## config.mk

```make
export PLATFORM = sky130hd
export DESIGN_NAME = linked_list_fifo_drain
export DESIGN_NICKNAME = d
export VERILOG_FILES = /design/src/rtl/linked_list_fifo_drain_pkg.sv /design/src/rtl/linked_list_fifo_drain_out_buf.sv /design/src/rtl/linked_list_fifo_drain.sv
export SDC_FILE = /design/constraint.sdc
export NUM_CORES = 1
export LEC_CHECK = 0
export CAP_MARGIN = 20
export CORE_UTILIZATION = 53
export CTS_BUF_LIST = sky130_fd_sc_hd__clkbuf_8 sky130_fd_sc_hd__clkbuf_16
export DETAILED_ROUTE_END_ITERATION = 8
export PLACE_DENSITY = 0.85
export SLEW_MARGIN = 20
export SYNTH_ARGS = -nofsm -noshare
export SYNTH_HDL_FRONTEND = slang
export SYNTH_HIERARCHICAL = 1
export SYNTH_SLANG_ARGS = --single-unit
```

## constraint.sdc

```tcl
create_clock -name clk -period 2.42 [get_ports clk]
set_input_delay 0.363 -clock clk [delete_from_list [all_inputs] [get_ports clk]]
set_output_delay 0.363 -clock clk [all_outputs]
set_load 0.05 [all_outputs]
```

## src/rtl/linked_list_fifo_drain_pkg.sv

```systemverilog
// -----------------------------------------------------------------------------
// linked_list_fifo_drain_pkg
//   Shared types and helpers for the linked-list FIFO drain engine.
//   - drain_state_t : scheduler states (WAIT_INIT, SCAN)
//   - BUF_ENTRIES   : depth of the landing/output buffer
//   - log2_ceil     : index width for n entries (minimum 1 bit)
//   - buf_ptr_inc   : wrap-at-2 increment for the 3-entry buffer pointers
// -----------------------------------------------------------------------------
package linked_list_fifo_drain_pkg;

    typedef enum logic {
        WAIT_INIT = 1'b0,
        SCAN      = 1'b1
    } drain_state_t;

    localparam int BUF_ENTRIES = 3;

    // Bits needed to index values 0..n-1; never returns less than 1.
    function automatic int log2_ceil(input int n);
        int w;
        w = 1;
        for (int i = 0; i < 32; i++) begin
            if ((1 << w) < n) w++;
        end
        return w;
    endfunction

    function automatic logic [1:0] buf_ptr_inc(input logic [1:0] p);
        return (p == 2'd2) ? 2'd0 : p + 2'd1;
    endfunction

endpackage

```

## src/rtl/linked_list_fifo_drain_out_buf.sv

```systemverilog
// -----------------------------------------------------------------------------
// linked_list_fifo_drain_out_buf
//   3-entry circular buffer that absorbs words landing from the linked-list
//   FIFO and presents them on a valid/ready stream.
//   Ports:
//     clk, rst        clock, synchronous active-high reset
//     in_valid        write strobe (a popped word is landing this cycle)
//     in_data  [W]    word to append at the tail
//     out_valid       buffer non-empty
//     out_ready       downstream accept
//     out_data [W]    head word
//     count    [2]    occupancy (0..3), used by the producer's credit check
// -----------------------------------------------------------------------------
module linked_list_fifo_drain_out_buf
    import linked_list_fifo_drain_pkg::*;
#(
    parameter int W = 8
) (
    input  logic         clk,
    input  logic         rst,
    input  logic         in_valid,
    input  logic [W-1:0] in_data,
    output logic         out_valid,
    input  logic         out_ready,
    output logic [W-1:0] out_data,
    output logic [1:0]   count
);

    logic [W-1:0] mem [BUF_ENTRIES];
    logic [1:0]   head;
    logic [1:0]   tail;
    logic [1:0]   cnt;
    logic         deq;

    assign out_valid = (cnt != 2'd0);
    assign deq       = out_valid & out_ready;
    assign out_data  = mem[head];
    assign count     = cnt;

    // NOTE: storage is deliberately not reset; cnt alone decides which entries are visible.
    always_ff @(posedge clk) begin
        if (in_valid) mem[tail] <= in_data;
    end

    // NOTE: all state updates use non-blocking assignments so every register samples pre-edge values.
    always_ff @(posedge clk) begin
        if (rst) begin
            head <= 2'd0;
            tail <= 2'd0;
            cnt  <= 2'd0;
        end else begin
            if (in_valid) tail <= buf_ptr_inc(tail);
            if (deq)      head <= buf_ptr_inc(head);
            case ({in_valid, deq})
                2'b10:   cnt <= cnt + 2'd1;
                2'b01:   cnt <= cnt - 2'd1;
                default: cnt <= cnt;
            endcase
        end
    end

    // The producer's credit check guarantees a landing never meets a full buffer.
    assert property (@(posedge clk) disable iff (rst) !(in_valid && cnt == 2'd3));

endmodule

```

## src/rtl/linked_list_fifo_drain.sv

```systemverilog
// -----------------------------------------------------------------------------
// linked_list_fifo_drain
//   Read-side engine for the shared linked-list multi-FIFO. Waits out the
//   free-list build after reset, then scans the logical FIFOs round-robin,
//   popping up to BURST words from each before moving on. Popped words land
//   one cycle later in a 3-entry buffer and leave on a valid/ready stream
//   tagged with their source FIFO.
//   Ports:
//     clk, rst            clock, synchronous active-high reset
//     ll_pop              pop strobe to the linked-list FIFO
//     ll_pop_fifo [LF]    FIFO currently selected (the round-robin pointer)
//     ll_empty            empty flag of the selected FIFO (combinational)
//     ll_q [WIDTH]        pop data, valid the cycle after ll_pop
//     fifo_en [FIFOS]     per-FIFO service enable
//     out_valid/out_ready output handshake
//     out_data [WIDTH]    head word
//     out_fifo [LF]       source FIFO of the head word
//     busy                a pop is in flight or the buffer holds data
// -----------------------------------------------------------------------------
module linked_list_fifo_drain
    import linked_list_fifo_drain_pkg::*;
#(
    parameter int WIDTH       = 8,
    parameter int DEPTH       = 32,
    parameter int FIFOS       = 8,
    parameter int LOG2_FIFOS  = log2_ceil(FIFOS),
    parameter int BURST       = 4,
    parameter int INIT_CYCLES = DEPTH + 2
) (
    input  logic                  clk,
    input  logic                  rst,
    output logic                  ll_pop,
    output logic [LOG2_FIFOS-1:0] ll_pop_fifo,
    input  logic                  ll_empty,
    input  logic [WIDTH-1:0]      ll_q,
    input  logic [FIFOS-1:0]      fifo_en,
    output logic                  out_valid,
    input  logic                  out_ready,
    output logic [WIDTH-1:0]      out_data,
    output logic [LOG2_FIFOS-1:0] out_fifo,
    output logic                  busy
);

    localparam int INIT_W  = log2_ceil(INIT_CYCLES);
    localparam int BURST_W = log2_ceil(BURST);
    localparam int TAG_W   = WIDTH + LOG2_FIFOS;

    drain_state_t          state;
    logic [INIT_W-1:0]     init_cnt;
    logic [LOG2_FIFOS-1:0] ptr;
    logic [LOG2_FIFOS-1:0] ptr_next;
    logic [BURST_W-1:0]    burst_cnt;
    logic                  inflight;
    logic [LOG2_FIFOS-1:0] tag;

    logic [1:0]            buf_count;
    logic [TAG_W-1:0]      buf_data;
    logic                  credit_ok;
    logic                  fifo_enabled;
    logic                  pop;

    // Words already committed (buffered + landing) must leave room for one more.
    assign credit_ok    = ({1'b0, buf_count} + {2'b00, inflight}) < 3'd3;
    assign fifo_enabled = fifo_en[ptr];
    // ll_empty depends only on ll_pop_fifo (= ptr, a register), so this path has no loop.
    assign pop          = (state == SCAN) && credit_ok && fifo_enabled && !ll_empty;

    assign ll_pop      = pop;
    assign ll_pop_fifo = ptr;
    assign ptr_next    = (ptr == LOG2_FIFOS'(FIFOS - 1)) ? '0 : ptr + LOG2_FIFOS'(1);

    always_ff @(posedge clk) begin
        if (rst) begin
            state     <= WAIT_INIT;
            init_cnt  <= '0;
            ptr       <= '0;
            burst_cnt <= '0;
            inflight  <= 1'b0;
            tag       <= '0;
        end else begin
            inflight <= pop;
            if (pop) tag <= ptr;

            case (state)
                WAIT_INIT: begin
                    init_cnt <= init_cnt + INIT_W'(1);
                    if (init_cnt == INIT_W'(INIT_CYCLES - 1)) state <= SCAN;
                end
                SCAN: begin
                    if (pop) begin
                        if (burst_cnt == BURST_W'(BURST - 1)) begin
                            ptr       <= ptr_next;
                            burst_cnt <= '0;
                        end else begin
                            burst_cnt <= burst_cnt + BURST_W'(1);
                        end
                    end else if (!fifo_enabled || ll_empty) begin
                        ptr       <= ptr_next;
                        burst_cnt <= '0;
                    end
                    // Otherwise only credit blocked the pop: stay on this FIFO.
                end
                default: state <= WAIT_INIT;
            endcase
        end
    end

    linked_list_fifo_drain_out_buf #(
        .W (TAG_W)
    ) u_out_buf (
        .clk       (clk),
        .rst       (rst),
        .in_valid  (inflight),
        .in_data   ({tag, ll_q}),
        .out_valid (out_valid),
        .out_ready (out_ready),
        .out_data  (buf_data),
        .count     (buf_count)
    );

    assign out_data = buf_data[WIDTH-1:0];
    assign out_fifo = buf_data[TAG_W-1:WIDTH];
    assign busy     = inflight | (buf_count != 2'd0);

endmodule
```

Word level (Yosys, flattened, before mapping)
Memory sizes are Yosys's and may differ from the RTL's. A register that Yosys moved wholly into a read port is not among the register bits. Cells that the tools add are included.

Add/sub/neg operators: 8. Order comparisons: 2. Equality and inequality tests: 8. Mux-type cells: 18. Bitwise operators: 2. Reduce and logical (&&, ||, !) cells: 11.

Operators by type and width (count): 2-bit 2-to-1 mux (7); 3-bit 2-to-1 mux (4); 2-bit by 1-bit adder with 2-bit output (second input constant) (4); 2-bit == test (second input constant) (4); 6-bit by 1-bit adder with 6-bit output (second input constant) (1); 6-bit == test (second input constant) (1); 2-bit nonzero test (3); 1-bit 2-to-1 mux (5); 3-bit by 4-bit < comparator with 1-bit output (second input constant) (1); 2-bit one-hot mux with 2 select lines (1); 2-bit by 1-bit adder with 3-bit output (1); 3-bit by 1-bit adder with 3-bit output (second input constant) (1); 1-bit binary-select mux with 3-bit select (1); 3-bit == test (second input constant) (1); 1-bit logical AND (3); 3-bit by 2-bit < comparator with 1-bit output (second input constant) (1); 3-bit AND reduction (1); 2-bit by 1-bit == test with 1-bit output (second input constant) (1); 1-bit logical NOT (2); 2-bit by 1-bit inequality test with 1-bit output (second input constant) (1); 2-bit AND reduction (1); 2-bit by 1-bit subtractor with 2-bit output (second input constant) (1); 1-bit bitwise AND (1); 1-bit logical OR (1); 1-bit bitwise OR (1).

Register bits after elaboration: 22. Memory bits (writable): 33. Output and inout port bits: 17. Word-level logic and storage cells: 59. Memories: 1.

Memory list: u_out_buf.mem (depth 3, bits a word 11, read ports 1, clocked after Yosys merged registers in 1, wr ports 1, line linked_list_fifo_drain_out_buf.sv:29) `logic [W-1:0] mem [BUF_ENTRIES];`.

Logic depth before layout (Yosys ltp)
Depth in word-level cells: 7. Mapped depth: 6. Mapped depth without buffers: 6.

Cells and area by module
The synthesis kept the hierarchy.

Modules (own cells, without submodules): linked_list_fifo_drain_out_buf (instances 1, cells an instance 102, area each 1521.5 um^2, seq. area each 1151.1 um^2); linked_list_fifo_drain (instances 1, cells an instance 97, area each 923.4 um^2, seq. area each 320.3 um^2).

Worst setup path after synthesis
No wires, ideal clock.

Path kind: flip-flop to output port. Start point: reg ptr[0], in the netlist ll_pop_fifo[0]. End point: out ll_pop. Data arrival time: 2.462 ns. Required time: 2.057 ns. Path slack: -0.405 ns. Cell stages (with the launch flop): 5. Buffers on the path: 1. Path through: dfxtp_1 > buf_6 > mux2i_1 > a221o_1 > nor3_1.

Longest elaborated chain between the ends: 4.

Ends and longest elaborated chain: start: declaration (line linked_list_fifo_drain.sv:50) `logic [LOG2_FIFOS-1:0] ptr;`; start signal: assignment (line linked_list_fifo_drain.sv:92) `ptr <= ptr_next;`; start signal: assignment (line linked_list_fifo_drain.sv:98) `ptr <= ptr_next;`; 1-bit binary-select mux with 3-bit select (line linked_list_fifo_drain.sv:64) `assign fifo_enabled = fifo_en[ptr];`; 1-bit 2-to-1 mux (implied by the code) (line linked_list_fifo_drain.sv:64); 1-bit logical AND (2 in a row) (line linked_list_fifo_drain.sv:66) `assign pop = (state == SCAN) && credit_ok && fifo_enabled && !ll_empty;`; end: declaration (line linked_list_fifo_drain.sv:32) `output logic ll_pop,`.

Every way passes these cells. The select of a mux whose other input is x is not followed.

Worst setup path in the final report
Same ends and word-level chain as after synthesis.

==> reports/results.tsv <==
stage	metric	value	unit
grt	GRT busiest layer	met2	
worst_setup_path	Worst EP arrival	1.95	ns
layout	P&R area growth vs syn	25.6	%
floorplanning	Die Y	69.9	um
pwr	Switching Share	0.197	
layout	Finished Layout Cells	300	
worst_setup_path	Max FO, Critical Path	9	
grt	antenna violations before repair	0	
synthesis	dominant cell type by area after synthesis	edfxtp_1	
synthesis	syn_nets	227	
synthesis	post-synth cell types	41	
clock_tree	clk sinks	57	
route	DRC viols	0	
pwr	worst vdd ir	363	uV
status	outcome	complete, no violations	
worst_setup_path	Critical Path RT	2.06	ns
timing	RSZ-0062 raised after global routing	no	
layout	commonest non-fill, non-tap cell in the layout	edfxtp_1	
clock_tree	CTS tree	done	
timing	final worst-path cycle share	0.957	
placement	placed insts	284	
floorplanning	I/O pins	37	
worst_setup_path	Slowest-stage cell, CP	dfxtp_1	
layout	commonest cells after routing, fill and taps aside	edfxtp_1 (33), clkdlybuf4s50_1 (24), dfxtp_1 (23)	
floorplanning	Initial Utilization	0.558	
clock_tree	clk root buf	clkbuf_8	
timing	final setup vio count	0	
timing	setup_tns	0	ns
worst_setup_path	CP Buf/Inv Count	1	
pwr	NetSw	0.391	mW
timing	Slew Limit Fails	0	
worst_setup_path	CP max stage delay	0.54	ns
timing	Fin. Hold Viols	0	
run	MaxCap Viol Count	0	
synthesis	register bit total from synthesis	57	
route	Initial DRC Count	97	
worst_setup_path	R2R Path Start	inflight$_SDFF_PP0_	
clock_tree	setup repair bufs after CTS	0	
grt	met2 GRT Util	0.317	
layout	antenna cell count	0	
clock_tree	clock-pin slew on the worst setup and hold paths	0.06	ns
pwr	internal power	1.59	mW
clock_tree	# H-tree levels	3	
grt	met1 Use GR	0.236	
clock_tree	CTS resizes	1	
synthesis	Seq/Total Area, Yosys	0.602	
pwr	Cell Pwr Density	646	nW/um^2
placement	GP Congestion	0.793	
worst_setup_path	WP depth	4	
route	DR WL/cell	14.2	um
worst_setup_path	Critical R2R Capture	ll_pop_fifo[0]$_SDFFE_PP0P_	
route	Vias/cell	5.44	
layout	Final Util	0.701	
synthesis	post-synthesis cell area	2440	um^2
grt	largest net degree at the start of global routing	23	
layout	NumNets Final	271	
route	drt pass-1 iters	4	
worst_setup_path	critical path capture point type	output pin	
pwr	Power Total	1.98	mW
grt	first-pass GRT wire length	7410	um
clock_tree	CTS buffer count	9	
clock_tree	Hold Buf Count CTS	0	
synthesis	syn avg cell area	12.3	um^2
route	routed via count	1632	
route	antenna-violating nets left	0	
clock_tree	CTS Buffer Depth	2	
placement	DP HPWL	2880	um
timing	Tmin final	2.31	ns
worst_setup_path	Crit Path Category	reg2out	
placement	IO buf count	36	
route	DRT Wirelength	4250	um
synthesis	EDFF count, synth	33	
worst_setup_path	crit-path cells	mux2i_1 > a221o_1 > nor3_4 > buf_12	
floorplanning	Die Wd	69.9	um
floorplanning	core area	4380	um^2
synthesis	Yosys Warn Count	6	
synthesis	Async SR Flop Fraction	0	
timing	Slew HR	0.547	
pwr	Sequential Power Share	0.519	
synthesis	Post-Synthesis Cells	199	
pwr	power share of the clock group	0.444	
worst_setup_path	worst reg2reg path depth	6	
worst_hold_path	Hold Crit Class	reg2reg	
synthesis	synth top area cells	edfxtp_1 (41%), dfxtp_1 (20%), mux2i_1 (6.6%), ha_1 (4.1%), nand2_1 (2.9%)	
timing	Max Freq	432	MHz
grt	vias in the first global route	1671	
grt	GRT Residual Overflow	0	
layout	layout cells sized above 1	0.173	
pwr	Logic pwr share	0.037	
worst_setup_path	Startpoint Class	register	
pwr	P_leak	1.05	nW
worst_setup_path	critical path launch point	ll_pop_fifo[0]$_SDFFE_PP0P_	
clock_tree	clock latency on the worst-skew pair	0.33	ns
synthesis	prevailing post-synth register cell	edfxtp_1	
worst_setup_path	worst reg-to-reg setup slack	0.51	ns
synthesis	top-area cell type share of the netlist area	0.405	
floorplanning	area of the die	4890	um^2
timing	Layout Skew	0.00631	ns
grt	GRT met3 Usage	0.0707	
worst_setup_path	crit path to	ll_pop	
floorplanning	Rows	24	
grt	GR Util All Layers	0.199	
timing	worst slew pin tran	0.679	ns
worst_setup_path	Crit path max-delay family	flip-flops	
## metrics by stage
stage,worst slack (ns),area [um^2],hold WS (ns)
finish,0.105,3070,0.499
global route,0.00748,3070,0.520
CTS,0.00408,3060,0.497
detailed placement,0.191,2850,0.473
global placement,0.206,2850,0.469
floorplan,0.00691,2450,0.432
## worst min path at each step
| stage | startpoint | to | slack [ns] | cells after the start |
|---|---|---|---|---|
| 3_5_place_dp | tag[0]$_SDFFE_PP0P_ | u_out_buf/mem[2][8]$_DFFE_PP_ | 0.47 | 0 |
| 3_3_place_gp | u_out_buf/head[1]$_SDFFE_PP0N_ | u_out_buf/head[1]$_SDFFE_PP0N_ | 0.47 | 2 |
| 6_report | tag[0]$_SDFFE_PP0P_ | u_out_buf/mem[0][8]$_DFFE_PP_ | 0.50 | 0 |
| 2_1_floorplan | rst | u_out_buf/count[1]$_SDFFE_PP0P_ | 0.43 | 1 |
| 4_1_cts | tag[0]$_SDFFE_PP0P_ | u_out_buf/mem[2][8]$_DFFE_PP_ | 0.50 | 0 |
| 5_1_grt | tag[2]$_SDFFE_PP0P_ | u_out_buf/mem[2][10]$_DFFE_PP_ | 0.52 | 0 |
## area by class of cell
cell class | instances | area, um^2
well taps | 52 | 65.1
flip-flops and latches | 57 | 1470
clock buffers | 11 | 151
multi-input cells | 131 | 941
repair buffers | 40 | 373
fillers | 320 | 1310
clock inverters | 5 | 53.8
inverters | 4 | 15.0
## power by group through the flow
stage	sequential [mW]	combinational, mW	clock, mW
3_3_place_gp	1.05	0.0698	0
2_1_floorplan	1.05	0.0284	0
5_1_grt	1.03	0.0807	0.945
4_1_cts	1.03	0.0733	0.901
6_report	1.03	0.0733	0.880
3_5_place_dp	1.05	0.0717	0
## routing by layer
metal	share of wire	wire length [um]	vias to the layer above
met5	0	0	-
met4	0.012	53	0
met3	0.053	226	6
met2	0.50	2140	44
met1	0.43	1820	765
li1	-	-	817
## registers in the layout (all words and copies together) (netlist names), named ones only
signal / flops
u_out_buf/mem: 33
init_cnt: 6
ll_pop_fifo: 3
tag: 3
burst_cnt: 2
u_out_buf/count: 2
u_out_buf/head: 2
u_out_buf/tail: 2
inflight: 1
state: 1
## cell families (layout without fill, tap and decap cells)
family | Yosys count | after routing | share of synthesized area
DFF | 57 | 57 | 0.602
adders and majority gates | 8 | 8 | 0.0409
muxes | 18 | 18 | 0.0773
buffers and inverters | 11 | 60 | 0.0205
xor gates and xnor gates | 7 | 7 | 0.0251
and+or+nand+nor | 64 | 64 | 0.135
AOI/OAI and AO/OA | 34 | 34 | 0.0993
## synthesized netlist by cell type (2+ instances only)
cell type	number
ha_1	8
clkbuf_1	4
and2_1	2
nand2b_1	3
o31ai_1	3
nand2_1	19
a21oi_1	10
nand4b_1	3
nor2_1	14
inv_1	4
xnor2_1	3
o21ai_1	11
xor2_1	4
dfxtp_1	24
nand4_1	5
or3_1	3
nor2b_1	5
a31oi_1	2
edfxtp_1	33
nor3_1	3
mux2i_1	16
Power figures use the tool's default switching activity.
